## src/rtl/fetch_pkg.sv

```systemverilog
// Shared fetch definitions: opcode constants, B/J immediate decode, queue entry layout.
// No logic of its own, so no latency; consumed by fetch_queue and fetch_unit.
// Defining FETCH_PREDICT_EN adds the predicted-taken bit to every queue entry.
package fetch_pkg;

    localparam logic [6:0] OPC_BRANCH = 7'b1100011;
    localparam logic [6:0] OPC_JAL    = 7'b1101111;

    typedef struct packed {
        logic [31:0] pc;
        logic [31:0] ins;
`ifdef FETCH_PREDICT_EN
        logic        pred;
`endif
    } fetch_entry_t;

    // Sign-extended byte offset of a conditional branch.
    function automatic logic [31:0] b_imm(input logic [31:0] ins);
        return {{20{ins[31]}}, ins[7], ins[30:25], ins[11:8], 1'b0};
    endfunction

    // Sign-extended byte offset of a JAL.
    function automatic logic [31:0] j_imm(input logic [31:0] ins);
        return {{12{ins[31]}}, ins[19:12], ins[20], ins[30:21], 1'b0};
    endfunction

endpackage

```

## src/rtl/fetch_if.sv

```systemverilog
// Bundles the instruction-memory port, the execute redirect and the decode handshake.
// Pure wiring, no latency; decode backpressure is carried by id_ready.
// master = fetch_unit side, slave = memory/execute/decode side.
interface fetch_if;

    logic [31:0] i_addr;
    logic [31:0] ins;
    logic        redirect_valid;
    logic [31:0] redirect_pc;
    logic        id_valid;
    logic        id_ready;
    logic [31:0] id_ins;
    logic [31:0] id_pc;
    logic        id_pred_taken;

    modport master (
        output i_addr,
        input  ins,
        input  redirect_valid,
        input  redirect_pc,
        output id_valid,
        input  id_ready,
        output id_ins,
        output id_pc,
        output id_pred_taken
    );

    modport slave (
        input  i_addr,
        output ins,
        output redirect_valid,
        output redirect_pc,
        input  id_valid,
        output id_ready,
        input  id_ins,
        input  id_pc,
        input  id_pred_taken
    );

endinterface

```

## src/rtl/fetch_queue.sv

```systemverilog
// Synchronous FIFO of fetched instructions with single-cycle flush.
// Write-to-head latency 1 cycle; head is read straight from the storage registers.
// Push is dropped when full unless a pop happens in the same cycle; flush wins over both.
module fetch_queue
    import fetch_pkg::*;
#(
    parameter int DEPTH = 4
) (
    input  logic         clk,
    input  logic         rst,
    input  logic         flush,
    input  logic         push,
    input  fetch_entry_t push_dat,
    input  logic         pop,
    output fetch_entry_t head_dat,
    output logic         full,
    output logic         empty
);

    localparam int PW = (DEPTH > 1) ? $clog2(DEPTH) : 1;
    localparam int CW = $clog2(DEPTH + 1);

    fetch_entry_t  mem_q [DEPTH];
    fetch_entry_t  mem_d [DEPTH];
    logic [PW-1:0] wr_ptr_q;
    logic [PW-1:0] wr_ptr_d;
    logic [PW-1:0] rd_ptr_q;
    logic [PW-1:0] rd_ptr_d;
    logic [CW-1:0] count_q;
    logic [CW-1:0] count_d;
    logic          do_push;
    logic          do_pop;

    assign full     = (count_q == CW'(DEPTH));
    assign empty    = (count_q == '0);
    assign do_pop   = pop & ~empty;
    assign do_push  = push & (~full | do_pop);
    assign head_dat = mem_q[rd_ptr_q];

    // DEPTH is a power of two, so pointer overflow is the modulo wrap.
    always_comb begin
        mem_d    = mem_q;
        wr_ptr_d = wr_ptr_q;
        rd_ptr_d = rd_ptr_q;
        count_d  = count_q;
        if (flush) begin
            wr_ptr_d = '0;
            rd_ptr_d = '0;
            count_d  = '0;
        end else begin
            if (do_push) begin
                mem_d[wr_ptr_q] = push_dat;
                wr_ptr_d        = wr_ptr_q + 1'b1;
            end
            if (do_pop) begin
                rd_ptr_d = rd_ptr_q + 1'b1;
            end
            count_d = count_q + CW'(do_push) - CW'(do_pop);
        end
    end

    always_ff @(posedge clk) begin
        if (rst) begin
            for (int i = 0; i < DEPTH; i++) begin
                mem_q[i] <= '0;
            end
            wr_ptr_q <= '0;
            rd_ptr_q <= '0;
            count_q  <= '0;
        end else begin
            mem_q    <= mem_d;
            wr_ptr_q <= wr_ptr_d;
            rd_ptr_q <= rd_ptr_d;
            count_q  <= count_d;
        end
    end

endmodule

```

## src/rtl/fetch_unit.sv

```systemverilog
// Instruction fetch front end: PC, memory address, next-PC (BTFN when FETCH_PREDICT_EN), fetch queue.
// Fetch-to-decode 1 cycle; redirect-to-target-at-decode 2 cycles; one instruction per cycle sustained.
// Full queue with id_ready low freezes pc/i_addr; redirect flushes the queue and suppresses that cycle's push.
module fetch_unit
    import fetch_pkg::*;
#(
    parameter logic [31:0] RESET_PC    = 32'h0000_0000,
    parameter int          QUEUE_DEPTH = 4
) (
    input  logic    clk,
    input  logic    rst,
    fetch_if.master bus
);

    logic [31:0]  pc_q;
    logic [31:0]  pc_d;
    logic [31:0]  seq_pc;
    logic [31:0]  next_pc;
    logic         pop;
    logic         fetch_en;
    logic         q_full;
    logic         q_empty;
    fetch_entry_t push_dat;
    fetch_entry_t head_dat;

    assign bus.i_addr = {2'b00, pc_q[31:2]};
    assign seq_pc     = pc_q + 32'd4;

    assign pop      = ~q_empty & bus.id_ready;
    assign fetch_en = ~bus.redirect_valid & (~q_full | pop);

`ifdef FETCH_PREDICT_EN
    logic pred_taken;

    // Backward conditional branches and all JALs are assumed taken.
    always_comb begin
        next_pc    = seq_pc;
        pred_taken = 1'b0;
        if ((bus.ins[6:0] == OPC_BRANCH) && bus.ins[31]) begin
            next_pc    = pc_q + b_imm(bus.ins);
            pred_taken = 1'b1;
        end else if (bus.ins[6:0] == OPC_JAL) begin
            next_pc    = pc_q + j_imm(bus.ins);
            pred_taken = 1'b1;
        end
    end

    assign push_dat          = '{pc: pc_q, ins: bus.ins, pred: pred_taken};
    assign bus.id_pred_taken = head_dat.pred;
`else
    assign next_pc           = seq_pc;
    assign push_dat          = '{pc: pc_q, ins: bus.ins};
    assign bus.id_pred_taken = 1'b0;
`endif

    always_comb begin
        pc_d = pc_q;
        if (bus.redirect_valid) begin
            pc_d = bus.redirect_pc & ~32'h3;
        end else if (fetch_en) begin
            pc_d = next_pc;
        end
    end

    always_ff @(posedge clk) begin
        if (rst) begin
            pc_q <= RESET_PC;
        end else begin
            pc_q <= pc_d;
        end
    end

    fetch_queue #(
        .DEPTH (QUEUE_DEPTH)
    ) u_queue (
        .clk      (clk),
        .rst      (rst),
        .flush    (bus.redirect_valid),
        .push     (fetch_en),
        .push_dat (push_dat),
        .pop      (pop),
        .head_dat (head_dat),
        .full     (q_full),
        .empty    (q_empty)
    );

    assign bus.id_valid = ~q_empty;
    assign bus.id_ins   = head_dat.ins;
    assign bus.id_pc    = head_dat.pc;

endmodule

```

## src/flat_wrapper.sv

```systemverilog
// flat-port wrapper written by rule: the top's interface ports become plain ports
module fetch_unit_flat import fetch_pkg::*;
#(
    parameter logic [31:0] RESET_PC    = 32'h0000_0000,
    parameter int          QUEUE_DEPTH = 4
)
  (clk, rst, bus_i_addr, bus_ins, bus_redirect_valid, bus_redirect_pc, bus_id_valid, bus_id_ready, bus_id_ins, bus_id_pc, bus_id_pred_taken);
  fetch_if bus_i ();
  input  logic clk;
  input  logic rst;
  output wire logic [$bits(bus_i.i_addr)-1:0] bus_i_addr;
  input wire logic [$bits(bus_i.ins)-1:0] bus_ins;
  input wire logic [$bits(bus_i.redirect_valid)-1:0] bus_redirect_valid;
  input wire logic [$bits(bus_i.redirect_pc)-1:0] bus_redirect_pc;
  output wire logic [$bits(bus_i.id_valid)-1:0] bus_id_valid;
  input wire logic [$bits(bus_i.id_ready)-1:0] bus_id_ready;
  output wire logic [$bits(bus_i.id_ins)-1:0] bus_id_ins;
  output wire logic [$bits(bus_i.id_pc)-1:0] bus_id_pc;
  output wire logic [$bits(bus_i.id_pred_taken)-1:0] bus_id_pred_taken;
  assign bus_i_addr = bus_i.i_addr;
  assign bus_i.ins = bus_ins;
  assign bus_i.redirect_valid = bus_redirect_valid;
  assign bus_i.redirect_pc = bus_redirect_pc;
  assign bus_id_valid = bus_i.id_valid;
  assign bus_i.id_ready = bus_id_ready;
  assign bus_id_ins = bus_i.id_ins;
  assign bus_id_pc = bus_i.id_pc;
  assign bus_id_pred_taken = bus_i.id_pred_taken;
  fetch_unit #(.RESET_PC(RESET_PC), .QUEUE_DEPTH(QUEUE_DEPTH)) u_core (.clk(clk), .rst(rst), .bus(bus_i));
endmodule
```

## config.mk

```make
export PLATFORM = sky130hd
export DESIGN_NAME = fetch_unit_flat
export DESIGN_NICKNAME = d
export VERILOG_FILES = /design/src/rtl/fetch_pkg.sv /design/src/rtl/fetch_if.sv /design/src/rtl/fetch_queue.sv /design/src/rtl/fetch_unit.sv /design/src/flat_wrapper.sv
export SDC_FILE = /design/constraint.sdc
export NUM_CORES = 1
export LEC_CHECK = 0
export BUFFER_PORTS_ARGS = -buffer_cell sky130_fd_sc_hd__buf_2
export CORE_ASPECT_RATIO = 1.4
export CORE_MARGIN = 4
export CORE_UTILIZATION = 56
export DETAILED_ROUTE_END_ITERATION = 10
export PLACE_DENSITY = 0.83
export REMOVE_ABC_BUFFERS = 1
export SYNTH_ARGS = -nofsm -noshare
export SYNTH_HDL_FRONTEND = slang
export SYNTH_SLANG_ARGS = --single-unit
export TNS_END_PERCENT = 50
```

## constraint.sdc

```tcl
create_clock -name clk -period 4.65 [get_ports clk]
set_clock_uncertainty 0.1 [all_clocks]
set_input_delay 0.93 -clock clk [delete_from_list [all_inputs] [get_ports clk]]
set_output_delay 0.93 -clock clk [all_outputs]
set_load 0.03 [all_outputs]
```

# Word level (Yosys, flattened, before mapping)
# Index checks and enable logic that the tools add are counted.
word_totals:
  output_inout_bits: 98
  reg_bits: 295
  input_bits: 68
classes:
  magnitude_cmp: 3
  n_eq_ne: 1
  bitwise_logic: 11
  muxes: 8
  addsub: 5
  reduce_logical: 5
ops:
  columns: ["cell", "count"]
  rows:
  - ["$bwmux 256", 1]
  - ["$mux 64", 3]
  - ["$bmux 64 s2", 1]
  - ["$demux 64 s2", 1]
  - ["$mux 32", 2]
  - ["$add 32x3->32 const B", 1]
  - ["$ge 3x3->1 const B", 2]
  - ["$not 2->3", 2]
  - ["$add 2x1->2 const B", 2]
  - ["$and 1x1->1", 4]
  - ["$add 3x1->3", 1]
  - ["$eq 3x3->1 const B", 1]
  - ["$logic_not 3->1", 1]
  - ["$lt 3x1->1 const B", 1]
  - ["$not 1->1", 3]
  - ["$sub 3x1->3", 1]
  - ["$or 1x1->1", 2]
  - ["$reduce_and 2->1", 1]
  - ["$reduce_bool 2->1", 1]
  - ["$reduce_or 2->1", 1]
  - ["$logic_and 1x1->1", 1]

# Logic depth before layout (Yosys ltp)
# Gate-level depths: netlist of run 1.
depth:
  word_depth: 8
  ltp_mapped: 12
  mapped_depth_nobuf: 9

# By module
# From an unflattened synthesis of run 1, not the netlist that was laid out.
unflattened:
  cells_unflattened: 1285
  hier_area_um2: 14123.5
modules_own_cells:
  columns: ["module", "area_per_inst_um2", "cells_each", "seq_area_each_um2", "instances"]
  rows:
  - ["fetch_queue", 12044.1, 1024, 5265.0, 1]
  - ["fetch_unit", 2079.5, 261, 600.6, 1]

# Least setup slack after synthesis of run 1
# No wires, ideal clock.
synth_timing:
  path_type: "input to register"
  from: "input bus_redirect_valid"
  to: "register u_core.u_queue.count_q[2]"
  path_slack_ps: 1361
  stages: 12
  arrival_time_ps: 3068
  path_buffers: 3
  setup_ps: 121
  path_cell_list: "inv_1 clkbuf_1 clkbuf_1 buf_1 nand2_1 ha_1 inv_1 ha_1 fa_1 xnor2_1 xnor2_1 nor2_1"
synth_between:
  elab_chain_len: 5
synth_lines:
  columns: ["item", "line", "rtl"]
  rows:
  - ["start: declaration", "flat_wrapper.sv:13", "input wire logic [$bits(bus_i.redirect_valid)-1:0] bus_redirect_valid;"]
  - ["$not 1->1 (no source line)", null, null]
  - ["$and 1x1->1", "fetch_unit.sv:30", "assign fetch_en = ~bus.redirect_valid & (~q_full | pop);"]
  - ["$and 1x1->1", "fetch_queue.sv:37", "assign do_push = push & (~full | do_pop);"]
  - ["$add 3x1->3", "fetch_queue.sv:58", "count_d = count_q + CW'(do_push) - CW'(do_pop);"]
  - ["$sub 3x1->3", "fetch_queue.sv:58", null]
  - ["end signal: assignment", "fetch_queue.sv:74", "count_q <= count_d;"]
  - ["end: declaration", "fetch_queue.sv:29", "logic [CW-1:0] count_q;"]
# Several ways; a longest one is shown, not always the timed one.
# A chain may end at the register's enable or synchronous reset.

# Worst setup path in the final report of run 1
layout_timing:
  from: "register u_core.u_queue.rd_ptr_q[1]"
  to: "output bus_id_pc[11]"
layout_between:
  elab_chain_len: 4
layout_lines:
  columns: ["item", "line", "rtl"]
  rows:
  - ["start: declaration", "fetch_queue.sv:27", "logic [PW-1:0] rd_ptr_q;"]
  - ["start signal: assignment", "fetch_queue.sv:73", "rd_ptr_q <= rd_ptr_d;"]
  - ["$not 2->3 (implied by the code)", "fetch_queue.sv:38", "assign head_dat = mem_q[rd_ptr_q];"]
  - ["$bmux 64 s2", "fetch_queue.sv:38", null]
  - ["$mux 64 (implied by the code) (2 in a row)", "fetch_queue.sv:38", null]
  - ["end: declaration", "flat_wrapper.sv:18", "output wire logic [$bits(bus_i.id_pc)-1:0] bus_id_pc;"]
# Every way passes these cells. The select of a mux whose other input is x is not followed.

==> impl_metrics.yaml, run 1 <==
yosys:
  yosys.area.top_type_share: 0.4624
  synth_seq_cells: 285
  synth-simple-area-share: 0.2184
  netlist_area_um2: 12340
  synth_top_area_cell: "dfxtp_1"
  avgSynthCellArea_um2: 8.416
  synth_compound_area_frac: 0.1326
  synth.cells.most_frequent: "nand2_1 (516), dfxtp_1 (285), a21oi_1 (251)"
  synth.most_common_cell: "nand2_1"
  synth_edf_count: 0
  synth_xor_area_frac: 0.009228
  syn-instance-count: 1466
  synthFlopType: "dfxtp_1"
  ys_async_sr_fraction: 0
  synthMuxAreaShare: 0.1132
  yosysSeqAreaShare: 0.4624
  ys_types: 49
  synthTopCellsByArea: "dfxtp_1 (46%), nand2_1 (16%), mux4_2 (11%)"
  synth_warnings: 0
  synth_adder_area_share: 0.008721
  synth_top_family_by_area: "simple AND/OR/NAND/NOR gates"
layout:
  stdcell_area_um2: 14160
  finish.utilization: 0.6499
  finalNetCount: 1610
  drive_gt1_frac: 0.1958
  area_delta_synth_final_pct: 14.74
floorplan:
  die_x_um: 133.5
  core_area_um2: 21780
  die_y_um: 183.6
  fp.dieArea_um2: 24500
  initial_utilization: 0.5665
  num_rows: 64
  io_pins: 166
clocking:
  cts_tree: "done"
  cts_root_buffer: "clkbuf_16"
  cts_num_sinks: 285
  postCtsSetupRepairBufs: 0
  clockBufferDepth: 3
  cts_resized: 0
  clock_latency_ns: 0.52
  htreeDepth: 1
  clkTransAtPathRegs_ns: 0.06
  postCtsHoldBufs: 0
  numCtsBuffers: 26
place:
  placed_area_um2: 13190
  dp_worst_setup_slack_ns: 1.261
  gp_congestion: 0.8747
  hpwl_um: 20280
  io_buffer_count: 158
power_and_ir_drop:
  max-vdd-ir-drop_mv: 0.2652
  power_mw: 5.510
  power_density_nw_per_um2: 389.2
  swShare: 0.2483
  p_int_mw: 4.142
  comb_power_share: 0.098
  clock_power_share: 0.429
  p_switching_mw: 1.368
  cellLeakagePower_nw: 5.040
  p_seq_frac: 0.473
sta:
  final-hold-violation-count: 0
  min_period_ns: 3.507
  fmax_mhz: 285.1
  report.final.slew_viol_count: 0
  timing.final.crit_share: 0.7542
  finalSetupViolCount: 0
  max_slew.worst_pin.slew_ns: 0.9983
  slew_headroom: 0.3283
  rsz0062_at_grt: "false"
  tns_ns: 0
  fin_ws_ns: 1.143
drt:
  wl_per_cell_um: 17.93
  drcViolationCount: 0
  vias: 10780
  firstDrtPassIters: 6
  wl_um: 33200
  vias_per_cell: 5.820
  drtIter0Drc: 848
  ant_nets: 0
hold_path:
  hold_depth: 2
  hold_class: "register to register"
global_route:
  grt_pass1_vias: 10390
  antenna_found_initial: 4
  overflow: 0
  grtUsageTotal: 0.2612
  grt_pass1_wl_um: 52310
  grt_max_degree: 211
outcome:
  status: "complete, no violations"
worst_setup_path:
  crit_fanout: 32
  arrival_ns: 2.48
  reg2reg_depth: 5
  end_kind: "output pin"
  crit_type: "register to output pin"
  cp.required_ns: 3.62
  cp-start-kind: "register"
job:
  cap_violations: 0
[final cells by class]
class	count	area (um^2)
fillers	1799	7625
diodes	2	5.005
clock buffers	36	779.5
multi-input cells	1029	6023
flip-flops and latches	285	5713
clock inverters	11	186.4
well taps	297	371.6
inverters	14	52.55
repair buffers	178	1025
[cell usage in the layout (no fill, tap or decap), types with 3 or more instances in the layout]
master,Yosys,routed
nand2_1,516,516
dfxtp_1,285,283
a21oi_1,251,251
buf_2,55,157
mux4_2,62,62
nor2_1,33,33
clkbuf_16,0,27
nand4_1,14,14
nand3_1,18,14
buf_4,6,14
inv_1,14,13
a311oi_1,13,13
a211oi_1,11,11
or3_1,8,8
nor3_1,8,8
clkbuf_8,0,8
and4_1,7,7
or4_1,7,7
xor2_1,7,7
ha_1,7,7
xnor2_1,6,6
nor4_1,6,6
o31ai_1,6,6
buf_12,0,6
and2_1,5,5
o21ai_0,5,5
conb_1,1,5
bufinv_16,0,5
and3_2,0,4
nand3_4,0,4
and3_1,7,3
a2111oi_0,3,3
clkinv_2,0,3
[kinds of logic after synthesis]
kind of cell,after synthesis
xor+xnor,13
other cells,1
buf+inv,156
mux,62
fa+ha+maj,8
simple gates,641
compound gates,300
flops,285
[power by group through the flow]
stage               registers, mW  clock network (mW)  logic [mW]
floorplan                    2.67                   0       0.282
global placement             2.66                   0       0.529
detailed placement           2.66                   0       0.538
CTS                          2.61                2.39       0.541
global route                 2.62                2.49       0.583
finish                       2.61                2.36       0.540
[sequential cells by signal, summed over array words and instances (netlist names)]
name and cells:
u_core.pc_q 30, u_core.u_queue.count_q 3, u_core.u_queue.rd_ptr_q 2, u_core.u_queue.mem_q 248
u_core.u_queue.wr_ptr_q 2
[layer usage]
metal | vias to the layer above | share of wire | wire length, um | GRT usage
met5 | - | 0.00042 | 14 | 0
met4 | 4 | 0.039 | 1283 | 0.1149
met3 | 101 | 0.071 | 2366 | 0.03587
met2 | 441 | 0.51 | 16810 | 0.4593
met1 | 5118 | 0.38 | 12730 | 0.3210
li1 | 5114 | - | - | -
[per-stage QoR]
stage | instances | hold slack (ns)
floorplan | 1328 | 0.3271
global placement | 1803 | 0.3384
detailed placement | 1803 | 0.3444
CTS | 1850 | 0.3531
global route | 1852 | 0.3701
finish | 1852 | 0.3526
[final timing paths]
path	from	to	slack [ns]
max	u_core.u_queue.rd_ptr_q[1]	bus_id_pc[11]	1.14
min	u_core.u_queue.mem_q[181]	u_core.u_queue.mem_q[181]	0.35
max reg2reg	u_core.u_queue.count_q[1]	u_core.u_queue.mem_q[40]	1.83
min reg2reg	u_core.u_queue.mem_q[181]	u_core.u_queue.mem_q[181]	0.35
[worst max-delay path, stage by stage (launching register included)]
cell     delay [ns]
dfxtp_4        0.82
buf_12         0.34
mux4_2         0.56
buf_2          0.20
(Power assumes the default switching activity.)
==> run 2: changes to the inputs <==
clock period = 3.29 ns   (was 4.65 ns; I/O delays follow)
==> impl_metrics.yaml, run 2 (same netlist as run 1, synthesis figures left out) <==
outcome:
  status: "complete, no violations"
drt:
  vias_per_cell: 5.894
  wl_um: 34060
  ant_nets: 0
  firstDrtPassIters: 5
  drcViolationCount: 0
  drtIter0Drc: 1029
  vias: 10950
  wl_per_cell_um: 18.34
sta:
  min_period_ns: 2.991
  rsz0062_at_grt: "false"
  fmax_mhz: 334.4
  final-hold-violation-count: 0
  max_slew.worst_pin.slew_ns: 0.8453
  tns_ns: 0
  finalSetupViolCount: 0
  timing.final.crit_share: 0.9090
  slew_headroom: 0.4365
  report.final.slew_viol_count: 0
floorplan:
  core_area_um2: 21780
  num_rows: 64
  fp.dieArea_um2: 24500
  die_x_um: 133.5
  die_y_um: 183.6
  initial_utilization: 0.5665
  io_pins: 166
layout:
  largest_reg_flops: 248
  most-common-layout-cells: "nand2_1 (516), dfxtp_1 (283), a21oi_1 (251)"
  largest_registers: "u_core.u_queue.mem_q x248, u_core.pc_q x30, u_core.u_queue.count_q x3"
  nFillCells: 1765
  drive_gt1_frac: 0.1983
  area_delta_synth_final_pct: 15.38
  top_register: "u_core.u_queue.mem_q"
  final_common_cell: "nand2_1"
  finalNetCount: 1615
power_and_ir_drop:
  max-vdd-ir-drop_mv: 0.4355
  power_density_nw_per_um2: 547.0
  cellLeakagePower_nw: 5.065
  power_mw: 7.787
global_route:
  overflow: 0
  grt_pass1_wl_um: 54140
  grt_pass1_vias: 10800
  grt_max_degree: 128
  antenna_found_initial: 3
  grtUsageTotal: 0.2693
clocking:
  postCtsHoldBufs: 0
  cts_root_buffer: "clkbuf_16"
  cts_tree: "done"
  numCtsBuffers: 26
  cts_resized: 0
  htreeDepth: 1
  clock_latency_ns: 0.53
  clockBufferDepth: 3
  cts_num_sinks: 285
  postCtsSetupRepairBufs: 0
  clkTransAtPathRegs_ns: 0.07
worst_setup_path:
  crit_type: "register to output pin"
  end_kind: "output pin"
  reg2reg_depth: 6
  arrival_ns: 2.23
  rr_startpoint: "u_core.u_queue.count_q[1]"
  crit_fanout: 25
  cp-start-kind: "register"
  cp.required_ns: 2.53
  r2r_slack_ns: 0.75
  timing.rr.end: "u_core.u_queue.mem_q[186]"
hold_path:
  min-delay-start: "bus_ins[23]"
  worst_hold_path.endpoint: "u_core.u_queue.mem_q[23]"
  hold_depth: 3
  hold_class: "input port to register"
place:
  hpwl_um: 20620
  io_buffer_count: 158
  gp_congestion: 0.8817
job:
  cap_violations: 0
## run 2: report_power, final
group	internal [mW]	leakage, nW	switching (mW)
combinational	0.256	2.28	0.522
clock	2.04	0.470	1.29
sequential	3.55	2.32	0.126
## run 2: layout make-up
type                    count  area, um^2  share of cell area
diodes                      2       5.005           0.0003516
clock buffers              38       818.3             0.05748
clock inverters             9       152.6             0.01072
inverters                  14       52.55            0.003691
multi-input cells        1029        6023              0.4231
flip-flops and latches    285        5713              0.4013
well taps                 297       371.6             0.02610
repair buffers            183        1100             0.07725
## run 2: metrics by stage
stage               hold WS [ns]  utilization  area [um^2]  setup WS, ns  instances
floorplan                 0.3271            -        11730       -0.7353       1328
global placement          0.3383       0.6088        13260        0.5520       1808
detailed placement        0.3437       0.6088        13260        0.4676       1808
CTS                       0.2863       0.6534        14230        0.2595       1855
global route              0.2985       0.6536        14240        0.2072       1857
finish                    0.2963       0.6536        14240        0.2994       1857
## run 2: worst max path at each step
stage	from	end	cells after the start
2_1_floorplan	u_core.u_queue.rd_ptr_q[1]	bus_id_ins[10]	1
3_3_place_gp	bus_id_ready	u_core.u_queue.mem_q[162]	7
3_5_place_dp	bus_id_ready	u_core.u_queue.mem_q[184]	7
4_1_cts	u_core.u_queue.rd_ptr_q[1]	bus_id_pc[12]	3
5_1_grt	u_core.u_queue.rd_ptr_q[1]	bus_id_pc[18]	3
6_report	u_core.u_queue.rd_ptr_q[1]	bus_id_ins[9]	3
## run 2: critical path: stages, from the launching register on
cell and delay [ns]:
dfxtp_4 0.64, buf_12 0.29, mux4_2 0.55, buf_2 0.20
## run 2: layer usage
metal,up-vias,routed length [um],global-route usage
li1,5121,-,-
met1,5273,12920,0.3207
met2,448,17350,0.4809
met3,102,2322,0.03313
met4,2,1456,0.1334
met5,-,7,0
==> run 3: changes to the inputs <==
CORE_MARGIN = default   (was 4)
==> impl_metrics.yaml, run 3 (same netlist as run 1, synthesis figures left out) <==
clocking:
  cts_num_sinks: 285
  clock_latency_ns: 0.53
  numCtsBuffers: 26
  htreeDepth: 1
  cts_root_buffer: "clkbuf_16"
  cts_tree: "done"
  postCtsSetupRepairBufs: 0
  clkTransAtPathRegs_ns: 0.07
  cts_resized: 0
  clockBufferDepth: 3
  postCtsHoldBufs: 0
hold_path:
  worst_hold_path.endpoint: "u_core.pc_q[2]"
  hold_class: "input port to register"
  hold_depth: 3
  min-delay-start: "bus_redirect_pc[2]"
layout:
  final_common_cell: "nand2_1"
  largest_registers: "u_core.u_queue.mem_q x248, u_core.pc_q x30, u_core.u_queue.count_q x3"
  drive_gt1_frac: 0.2006
  multi_input_area_um2: 6023
  finalNetCount: 1622
  largest_reg_flops: 248
  finish.utilization: 0.6696
  area_delta_synth_final_pct: 15.93
  top_register: "u_core.u_queue.mem_q"
  seq_area_um2: 5713
  nFillCells: 1678
  most-common-layout-cells: "nand2_1 (516), dfxtp_1 (283), a21oi_1 (251)"
sta:
  timing.final.crit_share: 0.9302
  min_period_ns: 3.060
  fmax_mhz: 326.8
  finalSetupViolCount: 0
  rsz0062_at_grt: "false"
  max_slew.worst_pin.slew_ns: 0.9062
  report.final.slew_viol_count: 0
  slew_headroom: 0.3903
  final-hold-violation-count: 0
  tns_ns: 0
  fin_ws_ns: 0.2297
  fin_hold_ws_ns: 0.2709
worst_setup_path:
  arrival_ns: 2.30
  crit_fanout: 18
  rr_startpoint: "u_core.u_queue.count_q[1]"
  crit_type: "register to output pin"
  reg2reg_depth: 5
  r2r_slack_ns: 0.78
  end_kind: "output pin"
  cp.required_ns: 2.53
  cp-start-kind: "register"
  timing.rr.end: "u_core.pc_q[23]"
drt:
  vias_per_cell: 5.968
  wl_um: 33390
  firstDrtPassIters: 5
  ant_nets: 0
  drtIter0Drc: 1137
  wl_met1_um: 12860
  route.met2.wl_um: 16700
  drcViolationCount: 0
  wl_per_cell_um: 17.97
  route.met3.wl_um: 2378
  topRoutingLayerUsed: "met4"
  vias: 11090
global_route:
  grt_pass1_vias: 10690
  grtUsageTotal: 0.2951
  antenna_found_initial: 1
  grt_pass1_wl_um: 53250
  overflow: 0
  grt_max_degree: 161
floorplan:
  die_x_um: 127.5
  num_rows: 63
  core_area_um2: 21360
  die_y_um: 177.6
  io_pins: 166
  fp.dieArea_um2: 22640
  initial_utilization: 0.5776
place:
  hpwl_um: 20550
  io_buffer_count: 158
  dp_worst_setup_slack_ns: 0.5974
  gp_congestion: 0.8414
power_and_ir_drop:
  cellLeakagePower_nw: 5.122
  power_density_nw_per_um2: 552.2
  max-vdd-ir-drop_mv: 0.3650
outcome:
  status: "complete, no violations"
job:
  cap_violations: 0
-- run 3: changes by cell type in the layout (fill, tap and decap cells not counted), sizes merged --
cell / previous run / this run
buf: 182 / 189
bufinv: 4 / 5
clkbuf: 39 / 42
clkinv: 3 / 2
clkinvlp: 3 / 0
diode: 2 / 1
-- run 3: final cells by class --
type,instances,area share
multi-input combinational,1029,0.4211
sequential,285,0.3994
timing repair buffer,190,0.08056
clock buffer,41,0.05869
tap,292,0.02554
clock inverter,6,0.01085
inverter,14,0.003674
antenna,1,0.0001749
-- run 3: critical path, stage by stage (launching register included) --
cell and delay, ns:
dfxtp_4 0.60, buf_4 0.35, mux4_2 0.59, buf_2 0.20
-- run 3: how the worst max path moves through the flow --
stage | to | from | cells past startpoint | slack (ns)
4_1_cts | bus_id_pc[15] | u_core.u_queue.rd_ptr_q[1] | 3 | 0.19
6_report | bus_id_pc[12] | u_core.u_queue.rd_ptr_q[1] | 3 | 0.23
3_5_place_dp | u_core.pc_q[21] | bus_id_ready | 6 | 0.60
3_3_place_gp | u_core.u_queue.count_q[2] | bus_id_ready | 10 | 0.63
5_1_grt | bus_id_pc[12] | u_core.u_queue.rd_ptr_q[1] | 3 | 0.16
2_1_floorplan | bus_id_ins[10] | u_core.u_queue.rd_ptr_q[1] | 1 | -0.74
-- run 3: metal layers --
layer,up-vias,global-route usage
met3,109,0.03316
met5,-,0
li1,5138,-
met4,0,0.1528
met2,532,0.5123
met1,5310,0.3601
-- run 3: through the flow --
step           total power, mW  std cells  cell area (um^2)
2_1_floorplan            4.173       1328             11730
3_3_place_gp             4.509       1810             13310
3_5_place_dp             4.528       1810             13310
4_1_cts                  7.917       1857             14300
5_1_grt                  8.138       1858             14300
6_report                 7.899       1858             14300
-- run 3: power breakdown --
group	switching (mW)	internal, mW
Sequential	0.130	3.55
Clock	1.30	2.14
Combinational	0.518	0.260
Total	1.95	5.95
